### src/rtl/rtc_pkg.sv
// Shared definitions for the real-time-of-day source: set-mode state
// encodings, BCD field limits, time bus layout and BCD step helpers.
package rtc_pkg;

  // Set-mode state; also driven out directly as set_field.
  typedef enum logic [1:0] {
    ST_RUN  = 2'd0,
    ST_HOUR = 2'd1,
    ST_MIN  = 2'd2,
    ST_SEC  = 2'd3
  } state_t;

  localparam int unsigned BCD_W  = 8;
  localparam int unsigned TIME_W = 33;

  // Two-digit BCD wrap limits.
  localparam logic [BCD_W-1:0] HH_MAX = 8'h23;
  localparam logic [BCD_W-1:0] MS_MAX = 8'h59;

  // Field offsets inside time_now_data; bits above HH stay zero.
  localparam int unsigned HH_LSB = 16;
  localparam int unsigned MM_LSB = 8;
  localparam int unsigned SS_LSB = 0;

  // Two-digit BCD increment, wrapping max -> 00.
  function automatic logic [BCD_W-1:0] bcd_inc(input logic [BCD_W-1:0] v,
                                               input logic [BCD_W-1:0] max);
    if (v == max)
      bcd_inc = '0;
    else if (v[3:0] == 4'h9)
      bcd_inc = {v[7:4] + 4'd1, 4'h0};
    else
      bcd_inc = {v[7:4], v[3:0] + 4'd1};
  endfunction

  // Two-digit BCD decrement, wrapping 00 -> max.
  function automatic logic [BCD_W-1:0] bcd_dec(input logic [BCD_W-1:0] v,
                                               input logic [BCD_W-1:0] max);
    if (v == '0)
      bcd_dec = max;
    else if (v[3:0] == 4'h0)
      bcd_dec = {v[7:4] - 4'd1, 4'h9};
    else
      bcd_dec = {v[7:4], v[3:0] - 4'd1};
  endfunction

endpackage

### src/rtl/rtc_time_source_bcd_field_counter.sv
// Two-digit BCD up/down counter for one time field (hh, mm or ss).
// Ports:
//   clk_50M, s_rst_n : clock, synchronous active-low reset (loads INIT)
//   inc, dec         : edit step up/down; both together do nothing
//   carry_in         : run-time advance from the lower field or the 1 Hz tick
//   value            : current BCD value
//   carry_out_c      : combinational, high when carry_in wraps MAX -> 00
module bcd_field_counter
  import rtc_pkg::*;
#(
  parameter logic [7:0] MAX  = 8'h59,
  parameter logic [7:0] INIT = 8'h00
) (
  input  logic             clk_50M,
  input  logic             s_rst_n,
  input  logic             inc,
  input  logic             dec,
  input  logic             carry_in,
  output logic [BCD_W-1:0] value,
  output logic             carry_out_c
);

  logic up_c;
  logic dn_c;

  // Only the run-time advance ripples onward; edits never carry.
  always_comb begin
    up_c        = (inc | carry_in) & ~dec;
    dn_c        = dec & ~inc & ~carry_in;
    carry_out_c = carry_in & (value == MAX);
  end

  // Field register.
  always_ff @(posedge clk_50M) begin
    if (!s_rst_n)
      value <= INIT;
    else if (up_c)
      value <= bcd_inc(value, MAX);
    else if (dn_c)
      value <= bcd_dec(value, MAX);
  end

endmodule

### src/rtl/rtc_time_source.sv
// 24 h BCD wall clock with key-driven set mode and edit-field blink flag.
// Ports:
//   clk_50M, s_rst_n   : clock, synchronous active-low reset
//   key_mode           : pulse, steps RUN -> HOUR -> MIN -> SEC -> RUN
//   key_up, key_down   : pulse, edit the selected field with wrap
//   time_now_data[32:0]: {9'd0, hh, mm, ss} packed BCD
//   sec_tick           : one-cycle pulse when seconds advance in RUN
//   set_field[1:0]     : 0=RUN, 1=HOUR, 2=MIN, 3=SEC
//   blink              : half-second toggle in set states, 1 in RUN
module rtc_time_source
  import rtc_pkg::*;
#(
  parameter int unsigned CLK_HZ    = 50_000_000,
  parameter logic [23:0] INIT_TIME = 24'h08_00_00
) (
  input  logic              clk_50M,
  input  logic              s_rst_n,
  input  logic              key_mode,
  input  logic              key_up,
  input  logic              key_down,
  output logic [TIME_W-1:0] time_now_data,
  output logic              sec_tick,
  output logic [1:0]        set_field,
  output logic              blink
);

  localparam int unsigned PRE_W   = (CLK_HZ > 1) ? $clog2(CLK_HZ) : 1;
  localparam int unsigned HALF_HZ = (CLK_HZ / 2 > 0) ? CLK_HZ / 2 : 1;
  localparam int unsigned BLK_W   = (HALF_HZ > 1) ? $clog2(HALF_HZ) : 1;
  localparam logic [PRE_W-1:0] PRE_TC = PRE_W'(CLK_HZ - 1);
  localparam logic [BLK_W-1:0] BLK_TC = BLK_W'(HALF_HZ - 1);

  state_t           state;
  state_t           state_nxt;
  logic [PRE_W-1:0] presc;
  logic [BLK_W-1:0] blk_cnt;
  logic             presc_tc_c;
  logic             tick_c;
  logic             presc_clr_c;
  logic             enter_set_c;
  logic             edit_up_c;
  logic             edit_dn_c;
  logic             hh_inc_c, hh_dec_c;
  logic             mm_inc_c, mm_dec_c;
  logic             ss_inc_c, ss_dec_c;
  logic [BCD_W-1:0] hh_q, mm_q, ss_q;
  logic             ss_carry_c, mm_carry_c, hh_carry_c;

  assign presc_tc_c = (presc == PRE_TC);
  assign set_field  = state;

  // State register.
  always_ff @(posedge clk_50M) begin
    if (!s_rst_n)
      state <= ST_RUN;
    else
      state <= state_nxt;
  end

  // Next state, tick qualification and edit decode. key_mode always wins,
  // which also suppresses a tick landing on the RUN -> HOUR edge.
  always_comb begin
    state_nxt   = state;
    tick_c      = 1'b0;
    presc_clr_c = 1'b0;
    edit_up_c   = 1'b0;
    edit_dn_c   = 1'b0;
    case (state)
      ST_RUN: begin
        if (key_mode) state_nxt = ST_HOUR;
        else          tick_c    = presc_tc_c;
      end
      ST_HOUR: if (key_mode) state_nxt = ST_MIN;
      ST_MIN:  if (key_mode) state_nxt = ST_SEC;
      ST_SEC: begin
        if (key_mode) begin
          state_nxt   = ST_RUN;
          presc_clr_c = 1'b1;
        end
      end
      default: state_nxt = ST_RUN;
    endcase
    if ((state != ST_RUN) && !key_mode) begin
      edit_up_c = key_up & ~key_down;
      edit_dn_c = key_down & ~key_up;
    end
    enter_set_c = key_mode & (state_nxt != ST_RUN);
    hh_inc_c    = edit_up_c & (state == ST_HOUR);
    hh_dec_c    = edit_dn_c & (state == ST_HOUR);
    mm_inc_c    = edit_up_c & (state == ST_MIN);
    mm_dec_c    = edit_dn_c & (state == ST_MIN);
    ss_inc_c    = edit_up_c & (state == ST_SEC);
    ss_dec_c    = edit_dn_c & (state == ST_SEC);
  end

  // 1 Hz prescaler; cleared on set-mode exit so the first tick is a full second out.
  always_ff @(posedge clk_50M) begin
    if (!s_rst_n)
      presc <= '0;
    else if (presc_clr_c || presc_tc_c)
      presc <= '0;
    else
      presc <= presc + PRE_W'(1);
  end

  // Registered tick, coincident with the time update.
  always_ff @(posedge clk_50M) begin
    if (!s_rst_n)
      sec_tick <= 1'b0;
    else
      sec_tick <= tick_c;
  end

  // Half-second blink; restarts low on every entry into a set state.
  always_ff @(posedge clk_50M) begin
    if (!s_rst_n) begin
      blink   <= 1'b1;
      blk_cnt <= '0;
    end else if (state_nxt == ST_RUN) begin
      blink   <= 1'b1;
      blk_cnt <= '0;
    end else if (enter_set_c) begin
      blink   <= 1'b0;
      blk_cnt <= '0;
    end else if (blk_cnt == BLK_TC) begin
      blink   <= ~blink;
      blk_cnt <= '0;
    end else begin
      blk_cnt <= blk_cnt + BLK_W'(1);
    end
  end

  // Seconds, minutes, hours; carry ripples within one cycle.
  bcd_field_counter #(.MAX(MS_MAX), .INIT(INIT_TIME[7:0])) u_ss (
    .clk_50M    (clk_50M),
    .s_rst_n    (s_rst_n),
    .inc        (ss_inc_c),
    .dec        (ss_dec_c),
    .carry_in   (tick_c),
    .value      (ss_q),
    .carry_out_c(ss_carry_c)
  );

  bcd_field_counter #(.MAX(MS_MAX), .INIT(INIT_TIME[15:8])) u_mm (
    .clk_50M    (clk_50M),
    .s_rst_n    (s_rst_n),
    .inc        (mm_inc_c),
    .dec        (mm_dec_c),
    .carry_in   (ss_carry_c),
    .value      (mm_q),
    .carry_out_c(mm_carry_c)
  );

  bcd_field_counter #(.MAX(HH_MAX), .INIT(INIT_TIME[23:16])) u_hh (
    .clk_50M    (clk_50M),
    .s_rst_n    (s_rst_n),
    .inc        (hh_inc_c),
    .dec        (hh_dec_c),
    .carry_in   (mm_carry_c),
    .value      (hh_q),
    .carry_out_c(hh_carry_c)
  );

  // Midnight wrap needs no further action; hours simply return to 00.
  logic unused_c;
  assign unused_c = hh_carry_c;

  // Time bus assembly; reserved upper bits held at zero.
  always_comb begin
    time_now_data                   = '0;
    time_now_data[HH_LSB +: BCD_W]  = hh_q;
    time_now_data[MM_LSB +: BCD_W]  = mm_q;
    time_now_data[SS_LSB +: BCD_W]  = ss_q;
  end

endmodule

### config.mk
export PLATFORM = sky130hd
export DESIGN_NAME = rtc_time_source
export DESIGN_NICKNAME = d
export VERILOG_FILES = /design/src/rtl/rtc_pkg.sv /design/src/rtl/rtc_time_source_bcd_field_counter.sv /design/src/rtl/rtc_time_source.sv
export SDC_FILE = /design/constraint.sdc
export NUM_CORES = 1
export LEC_CHECK = 0
export CORE_MARGIN = 2
export CORE_UTILIZATION = 63
export DETAILED_ROUTE_END_ITERATION = 7
export GPL_TIMING_DRIVEN = 1
export HOLD_SLACK_MARGIN = 0.03
export PLACE_DENSITY = 0.86
export SETUP_SLACK_MARGIN = 0.2
export SLEW_MARGIN = 20
export SYNTH_ARGS = -nofsm -noshare
export SYNTH_HDL_FRONTEND = slang
export SYNTH_HIERARCHICAL = 1
export SYNTH_SLANG_ARGS = --single-unit
### constraint.sdc
create_clock -name clk_50M -period 9.1 [get_ports clk_50M]
set_input_delay 0.91 -clock clk_50M [delete_from_list [all_inputs] [get_ports clk_50M]]
set_output_delay 0.91 -clock clk_50M [all_outputs]
set_load 0.005 [all_outputs]
==> flow_summary_export.csv, run 1 <==
group,metric,value,unit
flow_run,drv_cap,0,
setup_path,worstReg2RegEnd,"u_hh/value[0]",
clock_tree,clockRootBuffer,"clkbuf_8",
clock_tree,cts_buffer_depth,2,
global_route,grt_first_pass_wirelength,18.9,mm
global_route,gr-total-overflow,0,
floorplanning,dieHeight,92.9,um
power,p_leak,1.99,nW
route,drtIter0Drc,243,
clock_tree,cts_num_sinks,79,
finish,drive_gt1_share,8.04,%
clock_tree,tritoncts,"yes",
global_route,grt_max_degree,29,
synthesis,synth.avg_cell_area,8.34,um2
sta,final_max_slew_viol_count,0,
floorplanning,coreArea,7690,um2
placed_design,dp_worst_setup_slack,5470,ps
finish,num_antenna_cells,0,
sta,fin_crit,3420,ps
setup_path,crit_path_end,"u_hh/value[0]",
finish,final_area,5530,um2
route,dr_total_vias,4560,
route,ant_nets,0,
setup_path,rr_startpoint,"presc[0]",
sta,fin_crit_sh,37.6,%
clock_tree,cts_made_buffers,9,
route,viasPerCell,6.30,
sta,holdWs,481,ps
route,drc,0,
sta,setup_viol,0,
finish,nNetsFinal,647,
setup_path,cp-startpoint,"presc[0]",
global_route,antenna_found_initial,0,
clock_tree,cts_hold_buf,0,
route,dr.pass1.iters,5,
floorplanning,start_util,64.7,%
power,irDropWorstVdd,0.119,mV
sta,slew_headroom,37.3,%
clock_tree,htreeDepth,3,
sta,final.setup_skew,15.0,ps
setup_path,path_class,"reg2reg",
route,totalWireLength,11.3,mm
sta,finalSetupTns,0,ps
finish,area_growth,11.2,%
sta,hold_violations,0,
outcome,status,"finished, final reports clean",
power,power,0.701,mW
floorplanning,die_w,92.9,um
synthesis,syn_area,4970,um2
clock_tree,cts_setup_buffers,0,
setup_path,arrival,3660,ps
global_route,grt_util_all_layers,26.4,%
placed_design,gp_congestion,0.971,
setup_path,r2r_slack,5680,ps
setup_path,worstSetupStartpointType,"flop",
sta,fmax,292,MHz
finish,fin_cells,724,
synthesis,synthCells,596,
setup_path,required,9340,ps
route,routedWlPerCell,15.5,um
clock_tree,clk_pin_slew,80,ps
hold_path,hold_class,"reg2reg",
placed_design,dp_cells,709,
placed_design,post_dp_cell_area,5300,um2
floorplanning,ios,42,
finish,fin_util,72.0,%
clock_tree,clk_latency,340,ps
power,power.density,127,nW/um2
setup_path,r2r_cells,12,
sta,worst_pin_slew,938,ps
setup_path,end_kind,"flop",
floorplanning,row_count,32,
floorplanning,dieArea,8620,um2
sta,rsz0062_at_grt,"no",
sta,setup_slack,5680,ps
clock_tree,cts-resized-gates,0,
synthesis,yosysWarnings,6,
placed_design,post-dp-hpwl,7.73,mm
placed_design,numPortBuffers,32,
setup_path,crit_path_max_fanout,7,
global_route,grt_pass1_vias,4112,
==> per-layer routing <==
| layer | part of all wire, % | global-route usage (%) | vias to the layer above |
|---|---|---|---|
| li1 | - | - | 2237 |
| met1 | 45 | 35.0 | 2151 |
| met2 | 48 | 44.1 | 157 |
| met3 | 5.8 | 3.34 | 15 |
| met4 | 1.2 | 9.56 | 0 |
| met5 | 0 | 0 | - |
==> where the power goes <==
part           switching (mW)  internal, mW  leakage, nW
clock                   0.125         0.175        0.118
sequential            0.00723         0.350        0.638
combinational          0.0251        0.0192         1.23
total                   0.157         0.545         1.99
==> cell type report <==
type / count / area, um2
inverter: 28 / 105
fill: 587 / 2150
clock inverter: 3 / 65.1
clock buffer: 12 / 165
timing repair buffer: 35 / 343
sequential: 79 / 1580
tap: 102 / 128
multi-input combinational: 465 / 3150
==> how the worst min path moves through the flow <==
stage                           from          to  slack, ps  depth (start not counted)
after CTS                 blk_cnt[0]  blk_cnt[0]        490                          1
after global routing      blk_cnt[0]  blk_cnt[0]        520                          1
after detailed placement  blk_cnt[0]  blk_cnt[0]        450                          1
final                     blk_cnt[0]  blk_cnt[0]        480                          1
after floorplan           blk_cnt[0]  blk_cnt[0]        430                          1
after global placement    blk_cnt[0]  blk_cnt[0]        440                          1
==> worst max-delay path, stage by stage (launching register included) <==
cell and delay (ps):
dfxtp_1 380, ha_1 260, nand2_1 120, or2_2 350, nor4_4 280, and3b_1 310
and3_1 270, and3_1 230, nor2_1 120, or2_1 320, a211oi_2 330, nor3_1 100
a211oi_1 280
==> cells in the final DEF, fill, tap and decap left out, types with 11 or more instances in the layout <==
cell and instances:
o21ai_0 29, xnor2_1 18, inv_1 28, a211oi_1 18
clkdlybuf4s50_1 32, clkbuf_8 12, or3_1 14, nand2_1 36
ha_1 24, or4_1 15, a21oi_1 23, nand4_1 16
nor3_1 29, dfxtp_1 79, xor2_1 14, nand3_1 22
nor2_1 48, o31ai_1 11
==> state kept, by name, summed over array words and instances (netlist names) <==
register    cells
presc          26
blk_cnt        25
u_hh/value      8
u_mm/value      8
u_ss/value      8
set_field       2
blink           1
sec_tick        1
Power figures use the tool's default switching activity.
==> run 2: changes to the inputs <==
--- a/config.mk
+++ b/config.mk
@@ -6,11 +6,11 @@
 export NUM_CORES = 1
 export LEC_CHECK = 0
 export CORE_MARGIN = 2
-export CORE_UTILIZATION = 63
+export CORE_UTILIZATION = 53
 export DETAILED_ROUTE_END_ITERATION = 7
 export GPL_TIMING_DRIVEN = 1
 export HOLD_SLACK_MARGIN = 0.03
-export PLACE_DENSITY = 0.86
+export PLACE_DENSITY = 0.77
 export SETUP_SLACK_MARGIN = 0.2
 export SLEW_MARGIN = 20
 export SYNTH_ARGS = -nofsm -noshare
==> constraint.sdc (replaced) <==
create_clock -name clk_50M -period 3 [get_ports clk_50M]
set_input_delay 0.3 -clock clk_50M [delete_from_list [all_inputs] [get_ports clk_50M]]
set_output_delay 0.3 -clock clk_50M [all_outputs]
set_load 0.005 [all_outputs]
==> flow_summary_export.csv, run 2 (synthesis gave the netlist of run 1 again) <==
group,metric,value,unit
route,highest_layer,"met4",
setup_path,cpLargestDelayFamily,"simple AND/OR/NAND/NOR gates",
sta,setup_slack,267,ps
setup_path,worstSetupStartpointType,"flop",
route,routedWlPerCell,15.0,um
clock_tree,cts_made_buffers,9,
outcome,status,"finished, final reports clean",
hold_path,worstHoldStart,"blk_cnt[0]",
placed_design,gp_congestion,0.916,
finish,num_antenna_cells,0,
sta,final_max_slew_viol_count,0,
finish,final_area,5840,um2
floorplanning,start_util,54.3,%
finish,num-fill-cells,788,
setup_path,required,3230,ps
route,wl_met3,451,um
hold_path,holdPathEnd,"blk_cnt[0]",
flow_run,drv_cap,0,
sta,fmax,366,MHz
global_route,gr-total-overflow,0,
setup_path,worstReg2RegEnd,"u_hh/value[6]",
floorplanning,row_count,35,
hold_path,hold_class,"reg2reg",
sta,setup_viol,0,
power,power.density,334,nW/um2
finish,final_cell_mix,"dfxtp_1 (72), nor2_1 (46), nand2_1 (35)",
global_route,antenna_found_initial,0,
route,drc,0,
route,drtIter0Drc,221,
finish,largest_register_ff_count,26,
route,ant_nets,0,
finish,fin_cells,762,
setup_path,cp-startpoint,"presc[24]",
sta,hold_violations,0,
finish,final_common_cell,"dfxtp_1",
setup_path,r2r_cells,11,
finish,seqCellArea,1600,um2
clock_tree,cts_num_sinks,79,
setup_path,critPathMaxStageDelay,430,ps
sta,finalSetupTns,0,ps
finish,top_regs,"presc (26), blk_cnt (25)",
setup_path,cp_common_cell,"and3_4",
floorplanning,dieArea,10200,um2
floorplanning,die_w,101,um
route,wl_met2,5.64,mm
finish,nNetsFinal,675,
clock_tree,htreeDepth,3,
setup_path,path_class,"reg2reg",
sta,rsz0062_at_grt,"yes",
clock_tree,cts_hold_buf,0,
floorplanning,ios,42,
floorplanning,coreArea,9150,um2
power,p_leak,2.12,nW
setup_path,crit_path_max_fanout,7,
hold_path,hold_path_depth,1,
global_route,grt_pass1_vias,4255,
placed_design,dp_cells,728,
placed_design,post_dp_cell_area,5410,um2
route,dr_total_vias,4617,
finish,drive_gt1_share,16.0,%
clock_tree,cts_buffer_depth,2,
setup_path,worstPathBufferInverterCount,0,
finish,largest_register,"presc",
clock_tree,clk_pin_slew,90,ps
floorplanning,dieHeight,101,um
setup_path,arrival,2970,ps
global_route,grt_util_all_layers,22.7,%
setup_path,crit_slowest_cell,"a221o_2",
global_route,grt_max_degree,29,
sta,fin_crit,2730,ps
clock_tree,clk_latency,350,ps
route,totalWireLength,11.5,mm
route,dr.pass1.iters,5,
placed_design,numPortBuffers,32,
setup_path,r2r_slack,270,ps
clock_tree,tritoncts,"yes",
sta,fin_crit_sh,91.1,%
setup_path,rr_startpoint,"presc[24]",
route,viasPerCell,6.06,
setup_path,end_kind,"flop",
placed_design,dp_worst_setup_slack,72.2,ps
placed_design,post-dp-hpwl,7.93,mm
finish,fin_util,63.8,%
setup_path,crit_path_cell_trace,"nor4_2, nand4_1, nor4_4, and3b_2, and3_4, and3_4, nor2_4, and2_4, a221o_2, a21oi_2, a211oi_2",
power,irDropWorstVdd,0.243,mV
finish,multi_input_area,3260,um2
sta,final.setup_skew,10.5,ps
finish,area_growth,17.4,%
global_route,grt_first_pass_wirelength,19.1,mm
clock_tree,clockRootBuffer,"clkbuf_8",
route,wl_met1,5.17,mm
run 2: through the flow:
step / hold WS, ps / power, mW
4_1_cts: 482 / 1.96
2_1_floorplan: 381 / 1.20
3_3_place_gp: 442 / 1.24
3_5_place_dp: 460 / 1.24
5_1_grt: 515 / 2.04
6_report: 482 / 1.95
run 2: report_power, final:
group / internal, mW / total, mW / switching (mW)
sequential: 1.06 / 1.08 / 0.0236
clock: 0.322 / 0.716 / 0.394
combinational: 0.0704 / 0.151 / 0.0810
total: 1.45 / 1.95 / 0.498
run 2: area by class of cell:
class | count | share of cell area [%]
flip-flops and latches | 79 | 27.3
clock inverters | 5 | 0.579
clock buffers | 11 | 2.42
well taps | 111 | 2.38
inverters | 28 | 1.80
multi-input cells | 465 | 55.9
repair buffers | 63 | 9.60
run 2: worst max path at each step:
| stage | to | slack, ps | cells past startpoint |
|---|---|---|---|
| floorplan | u_hh/value[1] | 200 | 12 |
| global placement | u_hh/value[1] | 200 | 11 |
| detailed placement | u_hh/value[1] | 70 | 11 |
| CTS | u_hh/value[3] | 200 | 13 |
| global route | u_hh/value[0] | 130 | 12 |
| finish | u_hh/value[6] | 270 | 11 |
run 2: routing by layer:
metal | track usage, % | vias to the layer above
met5 | 0 | -
met1 | 29.2 | 2194
met4 | 8.85 | 0
met3 | 3.40 | 20
li1 | - | 2284
met2 | 38.3 | 119
run 2: what timing repair did:
action / in CTS / in global routing
endpoints found under the setup margin: 8 / 11
setup buffers: 8 / 10
pin swaps: 12 / 18
resized for setup: 9 / 22
